File: src/rtl/spi_flash_pkg.sv
// Shared definitions for the SPI flash responder: FSM state codes, flash
// opcodes, dummy-cycle count and a byte-lane selector.
package spi_flash_pkg;

    localparam logic [2:0] ST_IDLE   = 3'd0;
    localparam logic [2:0] ST_CMD    = 3'd1;
    localparam logic [2:0] ST_ADDR   = 3'd2;
    localparam logic [2:0] ST_DUMMY  = 3'd3;
    localparam logic [2:0] ST_DATA   = 3'd4;
    localparam logic [2:0] ST_IGNORE = 3'd5;

    localparam logic [7:0] CMD_READ       = 8'h03;
    localparam logic [7:0] CMD_FASTREAD   = 8'h0B;
    localparam logic [7:0] CMD_PD         = 8'hB9;
    localparam logic [7:0] CMD_RELEASE_PD = 8'hAB;
    localparam logic [7:0] CMD_RESET_CONT = 8'hFF;

    localparam int DUMMY_CYCLES = 8;

    // Little-endian lane pick: lane 0 is bits [7:0].
    function automatic logic [7:0] lane_byte(input logic [31:0] word, input logic [1:0] lane);
        logic [7:0] b;
        case (lane)
            2'd0:    b = word[7:0];
            2'd1:    b = word[15:8];
            2'd2:    b = word[23:16];
            default: b = word[31:24];
        endcase
        return b;
    endfunction

endpackage

File: src/rtl/spi_sync_edge.sv
// Multi-flop synchronizer for the SPI pins. The SPI clock gets rise/fall
// pulses derived from its synchronized level; the other pins (chip select,
// mosi) travel through an identical flop chain so they stay aligned with
// the clock edges.
module spi_sync_edge #(
    parameter int               WIDTH      = 1,
    parameter int               STAGES     = 2,
    parameter logic [WIDTH-1:0] DATA_RESET = '0
) (
    input  logic             clk,
    input  logic             rst,
    input  logic             sclk_in,
    input  logic [WIDTH-1:0] data_in,
    output logic [WIDTH-1:0] data_q,
    output logic             rise,
    output logic             fall
);

    logic [STAGES-1:0] sclk_pipe;
    logic [WIDTH-1:0]  data_pipe [STAGES];
    logic              sclk_prev;

    // Shift all pins through the synchronizer chain and keep the previous clock level.
    always_ff @(posedge clk or posedge rst) begin
        if (rst) begin
            sclk_pipe <= '0;
            sclk_prev <= 1'b0;
            for (int i = 0; i < STAGES; i++) begin
                data_pipe[i] <= DATA_RESET;
            end
        end else begin
            sclk_pipe    <= {sclk_pipe[STAGES-2:0], sclk_in};
            sclk_prev    <= sclk_pipe[STAGES-1];
            data_pipe[0] <= data_in;
            for (int i = 1; i < STAGES; i++) begin
                data_pipe[i] <= data_pipe[i-1];
            end
        end
    end

    assign data_q = data_pipe[STAGES-1];
    assign rise   = sclk_pipe[STAGES-1] & ~sclk_prev;
    assign fall   = ~sclk_pipe[STAGES-1] & sclk_prev;

endmodule

File: src/rtl/spi_flash_responder.sv
// Single-SPI (mode 0) flash target backed by a word-wide valid/ready read
// port. Serves READ (0x03), deep power-down (0xB9) and release (0xAB).
// Data words are double-buffered, indexed by word-address parity, so the
// next word can be fetched while the current one is still shifting.
// Build option SPI_FLASH_RESPONDER_FASTREAD_EN enables FAST READ (0x0B)
// with eight dummy clocks; without it 0x0B is ignored like any unknown opcode.
module spi_flash_responder
    import spi_flash_pkg::*;
#(
    parameter logic [31:0] MEM_BASE    = 32'h0000_0000,
    parameter int          SYNC_STAGES = 2
) (
    input  logic        clk,
    input  logic        rst,
    input  logic        spi_csb,
    input  logic        spi_clk,
    input  logic        spi_mosi,
    output logic        spi_miso_do,
    output logic        spi_miso_oe,
    output logic        mem_valid,
    input  logic        mem_ready,
    output logic [31:0] mem_addr,
    input  logic [31:0] mem_rdata,
    output logic        powered_down,
    output logic        underrun
);

    logic [1:0]  sync_data;
    logic        csb_s;
    logic        mosi_s;
    logic        sclk_rise;
    logic        sclk_fall;

    logic [2:0]  state;
    logic [4:0]  bit_cnt;
    logic [22:0] shift_in;
    logic [23:0] addr;
    logic        fast_rd;
    logic [2:0]  data_bit;
    logic [7:0]  out_shift;

    logic [31:0] word_buf [2];
    logic [1:0]  buf_vld;
    logic [21:0] fetch_waddr;
    logic        discard;

    logic [7:0]  opcode;
    logic [23:0] addr_word;
    logic [21:0] cur_waddr;
    logic [21:0] next_waddr;
    logic        cur_p;
    logic [7:0]  cur_byte;
    logic        fetch_live;
    logic        prefetch_ok;
    logic        consume_word;

    spi_sync_edge #(
        .WIDTH      (2),
        .STAGES     (SYNC_STAGES),
        .DATA_RESET (2'b01)
    ) u_sync (
        .clk     (clk),
        .rst     (rst),
        .sclk_in (spi_clk),
        .data_in ({spi_mosi, spi_csb}),
        .data_q  (sync_data),
        .rise    (sclk_rise),
        .fall    (sclk_fall)
    );

    assign csb_s  = sync_data[0];
    assign mosi_s = sync_data[1];

    assign opcode       = {shift_in[6:0], mosi_s};
    assign addr_word    = {shift_in, mosi_s};
    assign cur_waddr    = addr[23:2];
    assign next_waddr   = cur_waddr + 22'd1;
    assign cur_p        = cur_waddr[0];
    assign cur_byte     = lane_byte(word_buf[cur_p], addr[1:0]);
    assign fetch_live   = (state == ST_DATA) || (state == ST_DUMMY);
    assign prefetch_ok  = (state == ST_DATA) && (addr[1:0] == 2'd3) && (data_bit != 3'd0);
    assign consume_word = sclk_fall && (state == ST_DATA) && (data_bit == 3'd7) && (addr[1:0] == 2'd3);

    // Command/address/dummy/data sequencing driven by the synchronized SPI edges.
    always_ff @(posedge clk or posedge rst) begin
        if (rst) begin
            state        <= ST_IDLE;
            bit_cnt      <= '0;
            shift_in     <= '0;
            addr         <= '0;
            fast_rd      <= 1'b0;
            data_bit     <= '0;
            out_shift    <= '0;
            spi_miso_do  <= 1'b0;
            spi_miso_oe  <= 1'b0;
            powered_down <= 1'b0;
            underrun     <= 1'b0;
        end else if (csb_s) begin
            state       <= ST_IDLE;
            bit_cnt     <= '0;
            data_bit    <= '0;
            spi_miso_oe <= 1'b0;
            spi_miso_do <= 1'b0;
        end else begin
            case (state)
                ST_IDLE: begin
                    state <= ST_CMD;
                end
                ST_CMD: begin
                    if (sclk_rise) begin
                        shift_in <= {shift_in[21:0], mosi_s};
                        bit_cnt  <= bit_cnt + 5'd1;
                        if (bit_cnt == 5'd7) begin
                            bit_cnt <= '0;
                            if (powered_down && (opcode != CMD_RELEASE_PD)) begin
                                state <= ST_IGNORE;
                            end else begin
                                case (opcode)
                                    CMD_READ: begin
                                        fast_rd <= 1'b0;
                                        state   <= ST_ADDR;
                                    end
                                    CMD_FASTREAD: begin
`ifdef SPI_FLASH_RESPONDER_FASTREAD_EN
                                        fast_rd <= 1'b1;
                                        state   <= ST_ADDR;
`else
                                        state   <= ST_IGNORE;
`endif
                                    end
                                    CMD_PD: begin
                                        powered_down <= 1'b1;
                                        state        <= ST_IGNORE;
                                    end
                                    CMD_RELEASE_PD: begin
                                        powered_down <= 1'b0;
                                        state        <= ST_IGNORE;
                                    end
                                    CMD_RESET_CONT, 8'h66, 8'h99: begin
                                        state <= ST_IGNORE;
                                    end
                                    default: begin
                                        state <= ST_IGNORE;
                                    end
                                endcase
                            end
                        end
                    end
                end
                ST_ADDR: begin
                    if (sclk_rise) begin
                        shift_in <= {shift_in[21:0], mosi_s};
                        bit_cnt  <= bit_cnt + 5'd1;
                        if (bit_cnt == 5'd23) begin
                            bit_cnt <= '0;
                            addr    <= addr_word;
                            state   <= fast_rd ? ST_DUMMY : ST_DATA;
                        end
                    end
                end
                ST_DUMMY: begin
                    if (sclk_rise) begin
                        bit_cnt <= bit_cnt + 5'd1;
                        if (bit_cnt == 5'(DUMMY_CYCLES - 1)) begin
                            bit_cnt <= '0;
                            state   <= ST_DATA;
                        end
                    end
                end
                ST_DATA: begin
                    if (sclk_fall) begin
                        spi_miso_oe <= 1'b1;
                        if (data_bit == 3'd0) begin
                            if (buf_vld[cur_p]) begin
                                spi_miso_do <= cur_byte[7];
                                out_shift   <= {cur_byte[6:0], 1'b0};
                            end else begin
                                spi_miso_do <= 1'b0;
                                out_shift   <= '0;
                                underrun    <= 1'b1;
                            end
                            data_bit <= 3'd1;
                        end else begin
                            spi_miso_do <= out_shift[7];
                            out_shift   <= {out_shift[6:0], 1'b0};
                            data_bit    <= data_bit + 3'd1;
                            if (data_bit == 3'd7) begin
                                addr <= addr + 24'd1;
                            end
                        end
                    end
                end
                ST_IGNORE: begin
                    state <= ST_IGNORE;
                end
                default: begin
                    state <= ST_IDLE;
                end
            endcase
        end
    end

    // Single-outstanding fetch engine: fill the current word first, then the next one once lane 3 is shifting.
    always_ff @(posedge clk or posedge rst) begin
        if (rst) begin
            mem_valid   <= 1'b0;
            mem_addr    <= '0;
            fetch_waddr <= '0;
            discard     <= 1'b0;
            buf_vld     <= '0;
            word_buf[0] <= '0;
            word_buf[1] <= '0;
        end else begin
            if (mem_valid) begin
                if (csb_s) begin
                    discard <= 1'b1;
                end
                if (mem_ready) begin
                    mem_valid <= 1'b0;
                    discard   <= 1'b0;
                    if (!discard && !csb_s && fetch_live &&
                        ((fetch_waddr == cur_waddr) || (fetch_waddr == next_waddr))) begin
                        word_buf[fetch_waddr[0]] <= mem_rdata;
                        buf_vld[fetch_waddr[0]]  <= 1'b1;
                    end
                end
            end else if (fetch_live && !csb_s) begin
                if (!buf_vld[cur_p]) begin
                    mem_valid   <= 1'b1;
                    fetch_waddr <= cur_waddr;
                    mem_addr    <= MEM_BASE + {8'h00, cur_waddr, 2'b00};
                end else if (prefetch_ok && !buf_vld[~cur_p]) begin
                    mem_valid   <= 1'b1;
                    fetch_waddr <= next_waddr;
                    mem_addr    <= MEM_BASE + {8'h00, next_waddr, 2'b00};
                end
            end
            if (consume_word) begin
                buf_vld[cur_p] <= 1'b0;
            end
            if (csb_s) begin
                buf_vld <= '0;
            end
        end
    end

endmodule
File: config.mk
export PLATFORM = sky130hd
export DESIGN_NAME = spi_flash_responder
export DESIGN_NICKNAME = d
export VERILOG_FILES = /design/src/rtl/spi_flash_pkg.sv /design/src/rtl/spi_sync_edge.sv /design/src/rtl/spi_flash_responder.sv
export SDC_FILE = /design/constraint.sdc
export NUM_CORES = 1
export LEC_CHECK = 0
export CAP_MARGIN = 20
export CORE_MARGIN = 1.5
export CORE_UTILIZATION = 55
export CTS_CLUSTER_SIZE = 24
export DETAILED_ROUTE_END_ITERATION = 6
export PLACE_DENSITY = 0.76
export SYNTH_ARGS = -nofsm -noshare
export SYNTH_HDL_FRONTEND = slang
export SYNTH_HIERARCHICAL = 1
export SYNTH_SLANG_ARGS = --single-unit
File: constraint.sdc
create_clock -name clk -period 6.95 [get_ports clk]
set_clock_uncertainty 0.05 [all_clocks]
set_input_delay 1.7375 -clock clk [delete_from_list [all_inputs] [get_ports clk]]
set_output_delay 1.7375 -clock clk [all_outputs]
set_load 0.005 [all_outputs]
==> impl_metrics.yaml, run 1 <==
setup_path:
  worstPathCellList: "clkdlybuf4s50_1 -> nand2_1 -> a2111oi_0 -> nor2b_1 -> a41o_2 -> mux2_2"
  endpoint_kind: "flip-flop"
  start_kind: "primary input"
  cpMaxStageDelayCell: "a41o_2"
  cp.arrival_ns: 4.68
  slowest_delay_ns: 0.89
  critPathKind: "primary input to flip-flop"
  required_ns: 7.22
  crit_fanout: 33
clock_network:
  cts_resized: 0
  cts_tree: "yes"
  path_clk_slew_ns: 0.07
  cts.path.max_buffers: 2
  postCtsHoldBufs: 0
  cts_root_buffer: "clkbuf_16"
  clock_latency_ns: 0.43
  h-tree-depth: 4
  clock_sinks: 166
  cts_made_buffers: 17
  post-cts-setup-buffers: 0
global_route:
  grt_pass1_wl_microns: 34330
  grt_start_max_net_pins: 116
  globalRouteOverflowTotal: 0
  antenna_found_initial: 0
  grt_pass1_vias: 6549
  grt_use_total_pct: 24.90
place:
  portBuffers: 64
  gp_congestion: 0.9676
  place_hpwl_microns: 14010
timing:
  report.final.slew_viol_count: 0
  fin_crit_sh_pct: 63.47
  rsz0062_at_grt: "no"
  max_slew_margin_pct: 30.51
  tightest_slew_ns: 1.042
  finalCriticalPeriod_ns: 4.411
  hold_viol: 0
  finalSetupViolCount: 0
  finalSetupTns_ns: 0
  clock.fmax_mhz: 226.7
yosys:
  synth-edff-count: 0
  syn_area_per_cell_sq_um: 10.37
  ys_seq_area_share_pct: 45.92
  ys.flop_type: "dfrtp_1"
  synth_cells: 873
  async_flop_share_pct: 100.0
  netlist_area_sq_um: 9051
  yosys_register_bits: 166
  ys_types: 67
  yosysWarnings: 6
routing:
  wire_per_inst_microns: 18.93
  vias: 6803
  dr.first_iter.drc_count: 748
  drc: 0
  ant_nets: 0
  drt-pass1-iter-count: 6
  drt-total-wl_microns: 21340
  viasPerCell: 6.036
layout:
  multi_input_area_sq_um: 4447
  utilization_pct: 64.41
  mostFrequentLayoutCells: "164 x dfrtp_1, 83 x nand2_1, 69 x o21ai_0"
  diodes: 0
  num-fill-cells: 1326
  drive_gt1_share_pct: 16.03
  area_growth_pct: 13.86
  layout_commonest_cell: "dfrtp_1"
  ff_latch_area_sq_um: 4156
  fin_nets: 945
job:
  cap_viol_max_count: 0
pwr:
  powerDensity_nw_per_um2: 246.2
  peakVddDrop_mv: 0.2205
  p_leak_uw: 0.004469
floorplanning:
  rows: 46
  start_util_pct: 56.57
  core_region_area_sq_um: 16000
  dieWidth_microns: 131.3
  die_area_sq_um: 17240
  die_y_microns: 131.3
  pin_count: 75
hold_path:
  hp-class: "flip-flop to flip-flop"
run_status:
  run_status: "complete, no violations"
==> kinds of logic (layout without fill, tap and decap cells) <==
| family | after synthesis | in the layout | synth area share [%] |
|---|---|---|---|
| AO/OA/AOI/OAI | 191 | 191 | 13.15 |
| XOR/XNOR | 57 | 57 | 5.516 |
| adder cells (fa/ha/maj) | 9 | 9 | 1.244 |
| buffers and inverters | 92 | 121 | 5.557 |
| flip-flops | 166 | 166 | 45.92 |
| multiplexers | 97 | 97 | 14.34 |
| other | 1 | 10 | 0.04143 |
| AND/OR/NAND/NOR | 260 | 260 | 14.24 |
==> registers in the layout, summed over array words and instances, names as in the netlist <==
register	flops
u_sync/data_q	2
powered_down	1
shift_in	23
mem_addr	22
word_buf	64
discard	1
bit_cnt	5
state	3
spi_miso_do	1
out_shift	7
addr	24
u_sync/sclk_prev	1
buf_vld	2
underrun	1
u_sync/sclk_pipe	2
spi_miso_oe	1
u_sync/data_pipe	2
data_bit	3
mem_valid	1
==> routing by layer <==
layer	wire, microns	vias up	share of wire (%)	track usage [%]
met3	1362	42	6.4	5.131
met1	9215	3298	43	33.66
met2	10320	302	48	40.42
li1	-	3161	-	-
met5	0	-	0	0
met4	440	0	2.1	7.901
==> power by group <==
| part | switching (uW) | total, uW | internal (uW) | leakage [uW] |
|---|---|---|---|---|
| clock network | 415 | 1030 | 614 | 0.000312 |
| registers | 79.0 | 1130 | 1050 | 0.00228 |
| logic | 202 | 379 | 177 | 0.00188 |
| total | 696 | 2540 | 1840 | 0.00447 |
==> metrics by stage <==
stage	power (uW)	std cells	setup slack [ns]	hold slack, ns	area, sq um
finish	2537	1127	2.539	0.3017	10310
global route	2647	1127	2.427	0.3047	10310
CTS	2543	1126	2.635	0.3025	10280
detailed placement	1513	1094	2.204	0.2863	9639
global placement	1500	1094	2.211	0.2826	9639
floorplan	1399	882	0.8709	0.2812	9085
==> critical path: cells and delay by family <==
kind,cells,cell delay [ns]
and+or+nand+nor,2,0.27
muxes,1,0.42
buffers and inverters,1,0.49
AOI/OAI and AO/OA,2,1.73
==> synth_stat cells (4+ instances only) <==
| cell | count | area (sq um) |
|---|---|---|
| dfrtp_1 | 164 | 4104 |
| nand2_1 | 83 | 311.6 |
| o21ai_0 | 69 | 345.3 |
| nor2_1 | 59 | 221.5 |
| mux2_4 | 58 | 870.8 |
| a21oi_1 | 55 | 275.3 |
| clkbuf_1 | 40 | 150.1 |
| xnor2_1 | 35 | 306.5 |
| mux2_2 | 29 | 326.6 |
| xor2_1 | 22 | 192.7 |
| nand3_1 | 20 | 100.1 |
| nor3_1 | 19 | 95.09 |
| nand4_1 | 17 | 106.4 |
| a222oi_1 | 16 | 160.2 |
| inv_1 | 15 | 56.30 |
| nor4_1 | 14 | 87.58 |
| buf_4 | 13 | 97.59 |
| buf_2 | 12 | 60.06 |
| mux2i_1 | 10 | 100.1 |
| a22oi_1 | 9 | 67.56 |
| ha_1 | 9 | 112.6 |
| or3_1 | 9 | 56.30 |
| o22ai_1 | 8 | 50.05 |
| a31oi_1 | 6 | 37.54 |
| buf_6 | 6 | 67.56 |
| and4_1 | 5 | 43.79 |
| nor2b_1 | 5 | 31.28 |
| nor3b_1 | 5 | 37.54 |
| a2111oi_0 | 4 | 35.03 |
| nand2b_1 | 4 | 25.02 |
==> layout make-up <==
cell class	count	share of cell area, %
Clock inverter	14	2.040
Tap cell	216	2.622
Inverter	16	0.6313
Timing Repair Buffer	73	7.066
Clock buffer	18	4.164
Multi-Input combinational cell	624	43.15
Sequential cell	166	40.33
==> path summary, 6_finish.rpt <==
check | start | to | slack, ns | cells after the start
worst min-delay path | u_sync/data_pipe[3]$_DFF_PP0_ | u_sync/data_q[1]$_DFF_PP0_ | 0.30 | 0
worst max-delay path | mem_ready | word_buf[41]$_DFFE_PP0P_ | 2.54 | 6
worst max register to register | addr[2]$_DFFE_PP0P_ | word_buf[41]$_DFFE_PP0P_ | 2.59 | 9
worst min register to register | u_sync/data_pipe[3]$_DFF_PP0_ | u_sync/data_q[1]$_DFF_PP0_ | 0.30 | 0
min in group asynchronous | rst | u_sync/sclk_pipe[1]$_DFF_PP0_ | 1.59 | 2
max in group asynchronous | rst | mem_addr[9]$_DFFE_PP0P_ | 3.86 | 4
(Power assumes the default switching activity.)
==> run 2: changes to the inputs <==
--- a/config.mk
+++ b/config.mk
@@ -7,10 +7,10 @@
 export LEC_CHECK = 0
 export CAP_MARGIN = 20
 export CORE_MARGIN = 1.5
-export CORE_UTILIZATION = 55
+export CORE_UTILIZATION = 53
 export CTS_CLUSTER_SIZE = 24
 export DETAILED_ROUTE_END_ITERATION = 6
-export PLACE_DENSITY = 0.76
+export PLACE_DENSITY = 0.77
 export SYNTH_ARGS = -nofsm -noshare
 export SYNTH_HDL_FRONTEND = slang
 export SYNTH_HIERARCHICAL = 1
==> constraint.sdc (replaced) <==
create_clock -name clk -period 3.8 [get_ports clk]
set_clock_uncertainty 0.05 [all_clocks]
set_input_delay 0.95 -clock clk [delete_from_list [all_inputs] [get_ports clk]]
set_output_delay 0.95 -clock clk [all_outputs]
set_load 0.005 [all_outputs]
==> impl_metrics.yaml, run 2 (synthesis gave the netlist of run 1 again) <==
place:
  placedCellCount: 1110
  portBuffers: 64
  gp_congestion: 0.9613
  place_hpwl_microns: 14620
  pre_cts_ws_ns: 0.4128
clock_network:
  clock_sinks: 166
  post-cts-setup-buffers: 0
  h-tree-depth: 4
  clock_latency_ns: 0.43
  cts_root_buffer: "clkbuf_16"
  path_clk_slew_ns: 0.07
  postCtsHoldBufs: 0
  cts_made_buffers: 17
  cts_tree: "yes"
  cts.path.max_buffers: 2
  cts_resized: 0
setup_path:
  start_kind: "flip-flop"
  endpoint_kind: "flip-flop"
  required_ns: 4.07
  critPathKind: "flip-flop to flip-flop"
  slowest_delay_ns: 0.58
  crit_fanout: 33
  cp.arrival_ns: 3.56
  worstPathCellList: "nand4_2 -> or3_1 -> o32ai_2 -> o2111ai_1 -> nor4_2 -> buf_4 -> a41o_2 -> buf_12 -> mux2_2"
  cpMaxStageDelayCell: "dfrtp_1"
timing:
  tightest_slew_ns: 1.047
  finalSetupViolCount: 0
  finalCriticalPeriod_ns: 3.292
  rsz0062_at_grt: "no"
  clock.fmax_mhz: 303.7
  max_slew_margin_pct: 30.04
  finalSetupTns_ns: 0
  hold_viol: 0
  report.final.slew_viol_count: 0
  fin_crit_sh_pct: 86.64
  layout_setup_ws_ns: 0.5076
routing:
  drt-pass1-iter-count: 6
  ant_nets: 0
  drt-total-wl_microns: 21570
  dr.first_iter.drc_count: 709
  viasPerCell: 6.046
  vias: 6904
  wire_per_inst_microns: 18.89
  drc: 0
layout:
  largest_reg_flops: 64
  fin_nets: 956
  layout_commonest_cell: "dfrtp_1"
  area_growth_pct: 14.43
  diodes: 0
  mostFrequentLayoutCells: "164 x dfrtp_1, 83 x nand2_1, 69 x o21ai_0"
  stdcell_count: 1142
  largestRegisters: "word_buf x64, addr x24, shift_in x23"
  top_register: "word_buf"
  utilization_pct: 62.24
  drive_gt1_share_pct: 16.81
global_route:
  grt_use_total_pct: 25.47
  antenna_found_initial: 0
  grt_start_max_net_pins: 111
  grt_pass1_vias: 6985
  grt_pass1_wl_microns: 35940
  globalRouteOverflowTotal: 0
pwr:
  peakVddDrop_mv: 0.3361
  p_leak_uw: 0.004502
  powerDensity_nw_per_um2: 433.7
job:
  cap_viol_max_count: 0
hold_path:
  hp-class: "flip-flop to flip-flop"
floorplanning:
  start_util_pct: 54.39
  rows: 47
  die_y_microns: 133.7
  pin_count: 75
  die_area_sq_um: 17870
  core_region_area_sq_um: 16640
  dieWidth_microns: 133.7
run_status:
  run_status: "complete, no violations"
run 2: layout make-up:
type                            instances  area, sq um
Fill cell                            1362         6285
Multi-Input combinational cell        624         4447
Sequential cell                       166         4156
Timing Repair Buffer                   84        828.3
Clock buffer                           22        464.2
Tap cell                              220        275.3
Clock inverter                         10        122.6
Inverter                               16        63.81
run 2: worst max-delay path: cells and delay by family (launching register included):
kind	cells	cell delay (ns)
muxes	1	0.37
AOI/OAI and AO/OA	3	0.70
buffers and inverters	2	0.42
DFF	1	0.58
and+or+nand+nor	3	1.02
run 2: power by group:
part	internal [uW]	switching, uW
clock	1010	723
combinational	323	370
sequential	1920	143
run 2: final timing paths:
check	startpoint	to	slack, ns	cells after the start
max	addr[9]$_DFFE_PP0P_	word_buf[42]$_DFFE_PP0P_	0.51	9
min	u_sync/data_pipe[3]$_DFF_PP0_	u_sync/data_q[1]$_DFF_PP0_	0.30	0
max in group asynchronous	rst	mem_addr[7]$_DFFE_PP0P_	2.17	3
max reg2reg	addr[9]$_DFFE_PP0P_	word_buf[42]$_DFFE_PP0P_	0.51	9
min in group asynchronous	rst	u_sync/data_pipe[3]$_DFF_PP0_	0.78	2
min reg2reg	u_sync/data_pipe[3]$_DFF_PP0_	u_sync/data_q[1]$_DFF_PP0_	0.30	0
run 2: metrics by stage:
stage | hold WS, ns | total power [uW] | area, sq um
after floorplan | 0.2812 | 2560 | 9089
after global placement | 0.2842 | 2746 | 9771
after detailed placement | 0.2873 | 2774 | 9771
after CTS | 0.3026 | 4508 | 10360
after global routing | 0.3110 | 4694 | 10360
final | 0.3006 | 4492 | 10360
run 2: per-layer routing:
layer,GRT usage [%],routed length [microns],vias to the layer above
li1,-,-,3182
met1,34.34,9481,3386
met2,40.33,10240,288
met3,5.175,1224,48
met4,10.51,622,0
met5,0,0,-
